File: config.mk
export PLATFORM = sky130hd
export DESIGN_NAME = m_dram_port_flat
export DESIGN_NICKNAME = d
export VERILOG_FILES = /design/src/rtl/m_dram_port_if.sv /design/src/rtl/m_dram_port.sv /design/src/flat_wrapper.sv
export SDC_FILE = /design/constraint.sdc
export NUM_CORES = 1
export LEC_CHECK = 0
export CELL_PAD_IN_SITES_DETAIL_PLACEMENT = 0
export CELL_PAD_IN_SITES_GLOBAL_PLACEMENT = 1
export CORE_ASPECT_RATIO = 0.7
export CORE_MARGIN = 4
export CORE_UTILIZATION = 24
export CTS_CLUSTER_SIZE = 20
export DETAILED_ROUTE_END_ITERATION = 6
export GPL_TIMING_DRIVEN = 0
export PLACE_DENSITY = 0.6
export SYNTH_ARGS = -nofsm -noshare
export SYNTH_HDL_FRONTEND = slang
export SYNTH_SLANG_ARGS = --single-unit
export TNS_END_PERCENT = 50
File: constraint.sdc
create_clock -name CLK -period 5.98 [get_ports CLK]
set_input_delay 0.598 -clock CLK [delete_from_list [all_inputs] [get_ports CLK]]
set_output_delay 0.598 -clock CLK [all_outputs]
set_load 0.03 [all_outputs]
File: src/rtl/m_dram_port_if.sv
// Word-wide req/ack memory port between m_dram_port (master) and the DRAM side (slave).
interface m_dram_port_if #(
    parameter int unsigned ADDR_W = 25
) ();
    logic              req;
    logic              we;
    logic [ADDR_W-1:0] addr;
    logic [31:0]       wdata;
    logic [3:0]        be;
    logic              ack;
    logic [31:0]       rdata;

    modport master (output req, we, addr, wdata, be, input ack, rdata);
    modport slave  (input req, we, addr, wdata, be, output ack, rdata);
endinterface

File: src/rtl/m_dram_port.sv
// MMU-to-DRAM adapter: turns one MMU load/store into one or two word beats on the
// req/ack port, with lane alignment, byte enables and load extension.
// Optional feature macro: DRAM_PORT_SPLIT_EN (split word-crossing accesses into two beats).
// Without it, H/W offsets are dropped and any H/W access with a non-zero offset raises err.
module m_dram_port #(
    parameter int unsigned ADDR_W      = 25,
    parameter int unsigned TIMEOUT_CYC = 1024
) (
    input  logic          CLK,
    input  logic          RST_X,
    input  logic [31:0]   w_dram_addr,
    input  logic [31:0]   w_dram_wdata,
    input  logic          w_dram_we_t,
    input  logic          w_dram_le,
    input  logic [2:0]    w_dram_ctrl,
    output logic [31:0]   w_dram_odata,
    output logic          w_dram_busy,
    output logic          w_dram_err,
    m_dram_port_if.master dmem
);
    localparam int unsigned CntW = (TIMEOUT_CYC > 1) ? $clog2(TIMEOUT_CYC) : 1;

    typedef enum logic [2:0] {StIdle, StBeat0, StGap, StBeat1, StDone} state_e;

    state_e            state_q, state_d;
    logic [CntW-1:0]   cnt_q, cnt_d;
    logic [ADDR_W+1:0] addr_q, addr_d;
    logic [31:0]       wdata_q, wdata_d;
    logic [2:0]        ctrl_q, ctrl_d;
    logic              store_q, store_d;
    logic [31:0]       buf_lo_q, buf_lo_d, buf_hi_q, buf_hi_d;
    logic [31:0]       odata_q, odata_d;
    logic              busy_q, busy_d, err_q, err_d;

    logic [1:0]        off;
    logic [3:0]        size_mask;
    logic [7:0]        mask8;
    logic [63:0]       data64, rd64;
    logic [31:0]       sh, ld_val;
    logic              split, misaligned;
    logic [ADDR_W-1:0] wa;
    logic              unused_addr_hi;

    assign unused_addr_hi = ^w_dram_addr[31:ADDR_W+2];

    // Beat shaping from the latched request
    always_comb begin
        case (ctrl_q[1:0])
            2'b00:   size_mask = 4'b0001;
            2'b01:   size_mask = 4'b0011;
            default: size_mask = 4'b1111;
        endcase
`ifdef DRAM_PORT_SPLIT_EN
        off   = addr_q[1:0];
        mask8 = {4'b0000, size_mask} << off;
        split = (mask8[7:4] != 4'b0000);
`else
        off   = (ctrl_q[1:0] == 2'b00) ? addr_q[1:0] : 2'b00;
        mask8 = {4'b0000, size_mask} << off;
        split = 1'b0;
`endif
        data64 = {32'h0, wdata_q} << {off, 3'b000};
        wa     = addr_q[ADDR_W+1:2];
    end

    // Misaligned H/W flag on the incoming request (only meaningful without splitting)
    always_comb begin
`ifdef DRAM_PORT_SPLIT_EN
        misaligned = 1'b0;
`else
        misaligned = (w_dram_ctrl[1:0] != 2'b00) && (w_dram_addr[1:0] != 2'b00);
`endif
    end

    // Load extraction; the beat being acked supplies its half of the buffer directly
    always_comb begin
        rd64 = (state_q == StBeat1) ? {dmem.rdata, buf_lo_q} : {buf_hi_q, dmem.rdata};
        sh   = 32'(rd64 >> {off, 3'b000});
        case (ctrl_q)
            3'b000:  ld_val = {{24{sh[7]}}, sh[7:0]};
            3'b100:  ld_val = {24'h0, sh[7:0]};
            3'b001:  ld_val = {{16{sh[15]}}, sh[15:0]};
            3'b101:  ld_val = {16'h0, sh[15:0]};
            default: ld_val = sh;
        endcase
    end

    // Next-state, datapath updates and memory-port drive
    always_comb begin
        state_d    = state_q;
        cnt_d      = cnt_q;
        addr_d     = addr_q;
        wdata_d    = wdata_q;
        ctrl_d     = ctrl_q;
        store_d    = store_q;
        buf_lo_d   = buf_lo_q;
        buf_hi_d   = buf_hi_q;
        odata_d    = odata_q;
        err_d      = 1'b0;
        dmem.req   = 1'b0;
        dmem.we    = 1'b0;
        dmem.addr  = '0;
        dmem.wdata = 32'h0;
        dmem.be    = 4'h0;
        unique case (state_q)
            StIdle: begin
                if (w_dram_we_t || w_dram_le) begin
                    addr_d  = w_dram_addr[ADDR_W+1:0];
                    wdata_d = w_dram_wdata;
                    ctrl_d  = w_dram_ctrl;
                    store_d = w_dram_we_t;
                    err_d   = misaligned;
                    cnt_d   = '0;
                    state_d = StBeat0;
                end
            end
            StBeat0, StBeat1: begin
                dmem.req   = 1'b1;
                dmem.we    = store_q;
                dmem.addr  = (state_q == StBeat1) ? wa + ADDR_W'(1) : wa;
                dmem.wdata = (state_q == StBeat1) ? data64[63:32] : data64[31:0];
                dmem.be    = !store_q ? 4'hF : (state_q == StBeat1) ? mask8[7:4] : mask8[3:0];
                if (dmem.ack) begin
                    if (state_q == StBeat0) buf_lo_d = dmem.rdata;
                    else                    buf_hi_d = dmem.rdata;
                    if (state_q == StBeat0 && split) begin
                        state_d = StGap;
                    end else begin
                        state_d = StDone;
                        if (!store_q) odata_d = ld_val;
                    end
                end else if (cnt_q == CntW'(TIMEOUT_CYC - 1)) begin
                    // Abort: ack never arrived within the beat budget
                    state_d = StIdle;
                    err_d   = 1'b1;
                    odata_d = 32'h0;
                end else begin
                    cnt_d = cnt_q + CntW'(1);
                end
            end
            StGap: begin
                cnt_d   = '0;
                state_d = StBeat1;
            end
            StDone:  state_d = StIdle;
            default: state_d = StIdle;
        endcase
        busy_d = (state_d == StBeat0) || (state_d == StGap) || (state_d == StBeat1);
    end

    // State and datapath registers
    always_ff @(posedge CLK or negedge RST_X) begin
        if (!RST_X) begin
            state_q  <= StIdle;
            cnt_q    <= '0;
            addr_q   <= '0;
            wdata_q  <= 32'h0;
            ctrl_q   <= 3'b000;
            store_q  <= 1'b0;
            buf_lo_q <= 32'h0;
            buf_hi_q <= 32'h0;
            odata_q  <= 32'h0;
            busy_q   <= 1'b0;
            err_q    <= 1'b0;
        end else begin
            state_q  <= state_d;
            cnt_q    <= cnt_d;
            addr_q   <= addr_d;
            wdata_q  <= wdata_d;
            ctrl_q   <= ctrl_d;
            store_q  <= store_d;
            buf_lo_q <= buf_lo_d;
            buf_hi_q <= buf_hi_d;
            odata_q  <= odata_d;
            busy_q   <= busy_d;
            err_q    <= err_d;
        end
    end

    assign w_dram_odata = odata_q;
    assign w_dram_busy  = busy_q;
    assign w_dram_err   = err_q;
endmodule

File: src/flat_wrapper.sv
// flat-port wrapper written by rule: the top's interface ports become plain ports
module m_dram_port_flat 
#(
    parameter int unsigned ADDR_W      = 25,
    parameter int unsigned TIMEOUT_CYC = 1024
)
  (CLK, RST_X, w_dram_addr, w_dram_wdata, w_dram_we_t, w_dram_le, w_dram_ctrl, w_dram_odata, w_dram_busy, w_dram_err, dmem_req, dmem_we, dmem_addr, dmem_wdata, dmem_be, dmem_ack, dmem_rdata);
  m_dram_port_if #(.ADDR_W(ADDR_W)) dmem_i ();
  input  logic CLK;
  input  logic RST_X;
  input  logic [31:0] w_dram_addr;
  input  logic [31:0] w_dram_wdata;
  input  logic w_dram_we_t;
  input  logic w_dram_le;
  input  logic [2:0] w_dram_ctrl;
  output logic [31:0] w_dram_odata;
  output logic w_dram_busy;
  output logic w_dram_err;
  output wire logic [$bits(dmem_i.req)-1:0] dmem_req;
  output wire logic [$bits(dmem_i.we)-1:0] dmem_we;
  output wire logic [$bits(dmem_i.addr)-1:0] dmem_addr;
  output wire logic [$bits(dmem_i.wdata)-1:0] dmem_wdata;
  output wire logic [$bits(dmem_i.be)-1:0] dmem_be;
  input wire logic [$bits(dmem_i.ack)-1:0] dmem_ack;
  input wire logic [$bits(dmem_i.rdata)-1:0] dmem_rdata;
  assign dmem_req = dmem_i.req;
  assign dmem_we = dmem_i.we;
  assign dmem_addr = dmem_i.addr;
  assign dmem_wdata = dmem_i.wdata;
  assign dmem_be = dmem_i.be;
  assign dmem_i.ack = dmem_ack;
  assign dmem_i.rdata = dmem_rdata;
  m_dram_port #(.ADDR_W(ADDR_W), .TIMEOUT_CYC(TIMEOUT_CYC)) u_core (.CLK(CLK), .RST_X(RST_X), .w_dram_addr(w_dram_addr), .w_dram_wdata(w_dram_wdata), .w_dram_we_t(w_dram_we_t), .w_dram_le(w_dram_le), .w_dram_ctrl(w_dram_ctrl), .w_dram_odata(w_dram_odata), .w_dram_busy(w_dram_busy), .w_dram_err(w_dram_err), .dmem(dmem_i));
endmodule
# Yosys cells after proc, flatten, opt, wreduce, memory -nomap -nowiden

Index checks and enable logic that the tools add are counted.

Output and inout bits: 97
Bits of input ports: 104
Logic and storage cells: 77
Bits in registers: 174

Bitwise operators: 1
Reduce and logical (&&, ||, !) cells: 17
Add/subtract/negate cells: 2
Multiplexer cells: 28
Shift operators: 3
Eq/ne operators: 15

Operators by type and width:

| kind                                                                  | count |
|---|---|
| 32-bit two-way mux                                                    | 5 |
| 32-bit one-hot mux with 4 select lines                                | 1 |
| 64-bit two-way mux                                                    | 1 |
| 32-bit by 5-bit << shifter with 64-bit output                         | 1 |
| 64-bit by 5-bit right shift with 32-bit output                        | 1 |
| 25-bit two-way mux                                                    | 2 |
| 10-bit two-way mux                                                    | 3 |
| 10-bit one-hot mux with 3 select lines                                | 1 |
| 25-bit by 1-bit adder with 25-bit output, second input constant       | 1 |
| 3-bit by 2-bit equality test with 1-bit output, second input constant | 4 |
| 4-bit two-way mux                                                     | 3 |
| 10-bit by 1-bit adder with 10-bit output, second input constant       | 1 |
| 10-bit equality test, second input constant                           | 1 |
| 3-bit by 1-bit equality test with 1-bit output, second input constant | 3 |
| 3-bit two-way mux                                                     | 3 |
| 3-bit one-hot mux with 3 select lines                                 | 1 |
| 3-bit AND reduction                                                   | 3 |
| 4-bit one-hot mux with 2 select lines                                 | 1 |
| 4-bit by 2-bit << shifter with 8-bit output                           | 1 |
| 3-bit equality test, second input constant                            | 2 |
| 3-bit logical NOT                                                     | 2 |
| 2-bit != test, second input constant                                  | 3 |
| 2-bit nonzero test                                                    | 3 |
| 1-bit two-way mux                                                     | 5 |
| 12 further kinds                                                      | 14 |

# Logic depth before layout (Yosys ltp)

Word-level depth: 7
Gate-level depth with buffers: 8
Mapped depth without buffers: 7

# Worst setup path before layout

No wires, ideal clock.

Path kind: reg2out
Start: register u_core.ctrl_q[0]
End: output dmem_wdata[30]
Slack: 3.228 ns
Arrival time: 2.154 ns
Stages on the path, launching flop included: 8
Path through: dfrtp_1 -> buf_1 -> nor3b_1 -> buf_2 -> buf_4 -> mux2i_1 -> and2_1 -> a211oi_1

Cells in the longest elaborated chain, start to end: 5

Ends and longest elaborated chain:

| item                                          | line               | text |
|---|---|---|
| from (decl)                                   | m_dram_port.sv:29  | `logic [2:0] ctrl_q, ctrl_d;` |
| from (signal assigned)                        | m_dram_port.sv:170 | `ctrl_q <= ctrl_d;` |
| 2-bit logical NOT                             | m_dram_port.sv:58  | `off = (ctrl_q[1:0] == 2'b00) ? addr_q[1:0] : 2'b00;` |
| 2-bit two-way mux                             | m_dram_port.sv:58  |  |
| 32-bit by 5-bit << shifter with 64-bit output | m_dram_port.sv:62  | `data64 = {32'h0, wdata_q} << {off, 3'b000};` |
| 32-bit two-way mux                            | m_dram_port.sv:121 | `dmem.wdata = (state_q == StBeat1) ? data64[63:32] : data64[31:0];` |
| 32-bit two-way mux                            | m_dram_port.sv:105 | `unique case (state_q)` |
| to (decl)                                     | flat_wrapper.sv:22 | `output wire logic [$bits(dmem_i.wdata)-1:0] dmem_wdata;` |

Every way passes these cells.

# Worst setup path after layout

Start: register u_core.ctrl_q[0]
End: output dmem_wdata[16]

Same word-level chain as after synthesis.

==> impl_metrics.yaml <==
layout:
  stdcell_count: 1372
  synthToLayoutAreaGrowth_pct: 39.67
  final_core_util_pct: 34.31
  final_common_cell: "clkdlybuf4s50_1"
  layout_common_cells: "clkdlybuf4s50_1 (194), dfrtp_1 (142), mux2_2 (91), nor2_1 (66), nand2_1 (63)"
  drive_gt1_share_pct: 17.26
  final_nets: 1043
floorplanning:
  start_util_pct: 24.56
  die_x_um: 222.3
  fp.dieArea_um2: 35130
  die_height_um: 158.0
  rows: 54
  ios: 201
  core_um2: 31420
timing:
  grt_setup_unrepaired: "false"
  maxSlewViolCount: 0
  slew-limit-headroom_pct: 5.408
  finalHoldViolations: 0
  whs_ns: 0.09279
  tightest_slew_ns: 1.416
  clock.fmax_mhz: 232.0
  setup-violations-final: 0
  fin_skew_ns: 0.01142
  finalCritPeriodShare_pct: 72.08
  finalCriticalPeriod_ns: 4.310
critical_path:
  critPathKind: "reg2out"
  reg2reg_to: "u_core.w_dram_odata[13]"
  start_kind: "flip-flop"
  reg2reg_from: "u_core.state_q[2]"
  crit_fanout: 8
  rr_worst_depth: 5
  cp-end-kind: "output pin"
  cp.arrival_ns: 3.71
  required_ns: 5.38
  cp-startpoint: "u_core.ctrl_q[0]"
  regToRegSetupSlack_ns: 3.64
route:
  drt-wirelength-per-cell_um: 21.09
  drtIter0Drc: 472
  first_pass_iters: 5
  ant_nets: 0
  vias: 6697
  viasPerCell: 4.881
  drc: 0
  routed_wl_mm: 28.94
global_route:
  busiest_layer: "met1"
  grt_max_degree: 76
  grt_pass1_vias: 6706
  use_met3_pct: 3.763
  grt_pass1_wl_mm: 43.33
  grt_usage_pct: 16.37
  use_met2_pct: 23.81
  grt-ovfl-total: 0
  use_met1_pct: 24.51
  antenna_found_initial: 2
power_and_ir_drop:
  clockPowerShare_pct: 16.7
  power_switching_share_pct: 44.55
  peakVddDrop_uv: 293.4
  comb_power_share_pct: 53.5
  p_sw_uw: 2712
  leakagePower_uw: 0.004561
  p_int_uw: 3376
  total_power_uw: 6087
  p_seq_share_pct: 29.9
  power_density_nw_per_um2: 564.7
clock_tree:
  cts_tree: "yes"
  clockBufferDepth: 2
  cts_buffers: 17
  clkSinkCount: 142
  cts_root_buffer: "clkbuf_16"
  postCtsSetupRepairBufs: 0
  holdBufCountCts: 0
  clkLatencyLatePin_ns: 0.44
  ctsResizeCount: 0
  htreeDepth: 4
  clk_pin_slew_worst_paths_ns: 0.07
synth:
  ys_async_sr_fraction_pct: 100.0
  syn_nets: 828
  yosys.cell_types.count: 59
  postSynthAreaPerCell_um2: 10.69
  synth-main-ff-cell: "dfrtp_1"
  postSynthCellCount: 722
  ys.warnings.count: 0
  syn_area_um2: 7717
  ys_ff_latch: 142
  yosysSeqAreaShare_pct: 46.04
  synth-edff-count: 0
outcome:
  status: "completed"
placed_design:
  dp_hpwl_mm: 21.19
  gp_congestion: 0.7856
  dpl.cell_count: 1338
  port_buffers: 195
hold_path:
  worst_hold_path_type: "in2async"
run:
  cap_viol_max_count: 0
==> critical path, cell delays in order, from the launching register on <==
cell,delay (ns)
dfrtp_1,0.36
buf_1,0.20
or2_2,0.35
nor3b_1,1.13
a221oi_1,0.19
a21oi_1,0.31
clkdlybuf4s50_1,0.73
==> cell usage after synthesis (3+ instances only) <==
cell type	count	area [um2]
a211o_1	22	192.7
a211oi_1	7	52.55
a21o_1	7	52.55
a21oi_1	37	185.2
a221o_1	10	100.1
a221oi_1	8	70.07
a22oi_1	8	60.06
and2_1	8	50.05
and3_1	5	31.28
and4_1	3	26.28
buf_2	19	95.09
buf_4	5	37.54
clkbuf_1	15	56.30
dfrtp_1	142	3553
inv_1	7	26.28
mux2_2	91	1025
mux2i_1	50	500.5
nand2_1	63	236.5
nand2b_1	4	25.02
nand3_1	18	90.09
nand4_1	13	81.33
nor2_1	66	247.7
nor2_2	3	18.77
nor3_1	8	40.04
nor3_2	3	30.03
nor3b_1	4	30.03
o21ai_0	8	40.04
o21bai_1	3	22.52
o22a_1	7	61.31
o22ai_1	17	106.4
xnor2_1	6	52.55
xor2_1	22	192.7
==> per-layer routing <==
| metal | vias up | share of wire, % |
|---|---|---|
| met3 | 20 | 4.9 |
| met5 | - | 0 |
| li1 | 3107 | - |
| met2 | 189 | 42 |
| met1 | 3381 | 51 |
| met4 | 0 | 1.2 |
==> logic make-up (layout without fill, tap and decap cells) <==
kind of cell / Yosys count / in the layout / synth area share [%]
AOI/OAI and AO/OA: 148 / 148 / 13.81
xor gates and xnor gates: 28 / 28 / 3.178
adders and majority gates: 2 / 2 / 0.3242
buffers and inverters: 50 / 278 / 3.178
DFF: 142 / 142 / 46.04
muxes: 143 / 143 / 20.20
other: 0 / 2 / 0
and+or+nand+nor: 209 / 209 / 13.26
==> power by group through the flow <==
stage | sequential (uW) | clock [uW] | combinational (uW)
after floorplan | 1890 | 0 | 1900
after global placement | 1820 | 0 | 3250
after detailed placement | 1820 | 0 | 3270
after CTS | 1810 | 1050 | 3280
after global routing | 1880 | 1090 | 3480
final | 1820 | 1020 | 3250
==> stage by stage <==
stage | cell area [um2] | worst slack (ns) | setup TNS, ns
2_1_floorplan | 7717 | 3.228 | 0
3_3_place_gp | 10190 | -2.128 | -299.54
3_5_place_dp | 10230 | 2.295 | 0
4_1_cts | 10770 | 1.796 | 0
5_1_grt | 10780 | 1.610 | 0
6_report | 10780 | 1.670 | 0
==> flip-flops by register name (all words and copies together), names as in the netlist <==
| signal | cells |
|---|---|
| u_core.w_dram_busy | 1 |
| u_core.cnt_q | 10 |
| u_core.w_dram_odata | 32 |
| u_core.state_q | 3 |
| u_core.wdata_q | 32 |
| u_core.w_dram_err | 1 |
| u_core.ctrl_q | 3 |
| u_core.store_q | 1 |
| u_core.buf_lo_q | 32 |
| u_core.addr_q | 27 |
==> area by class of cell <==
| cell class | instances | area (um2) |
|---|---|---|
| clock buffer | 19 | 442.9 |
| sequential | 142 | 3553 |
| inverter | 7 | 26.28 |
| buffer | 43 | 219.0 |
| timing repair buffer | 196 | 1984 |
| multi-input combinational | 530 | 3919 |
| antenna | 2 | 5.005 |
| clock inverter | 13 | 103.9 |
| tap | 420 | 525.5 |
| fill | 3216 | 20640 |
==> how the worst max path moves through the flow <==
| stage | cells past startpoint | slack, ns | to |
|---|---|---|---|
| after detailed placement | 8 | 2.29 | dmem_wdata[7] |
| final | 6 | 1.67 | dmem_wdata[16] |
| after global routing | 6 | 1.61 | dmem_wdata[16] |
| after global placement | 1 | -2.13 | u_core.buf_lo_q[12] |
| after CTS | 8 | 1.80 | dmem_wdata[7] |
| after floorplan | 7 | 3.23 | dmem_wdata[30] |
(Power assumes the default switching activity.)
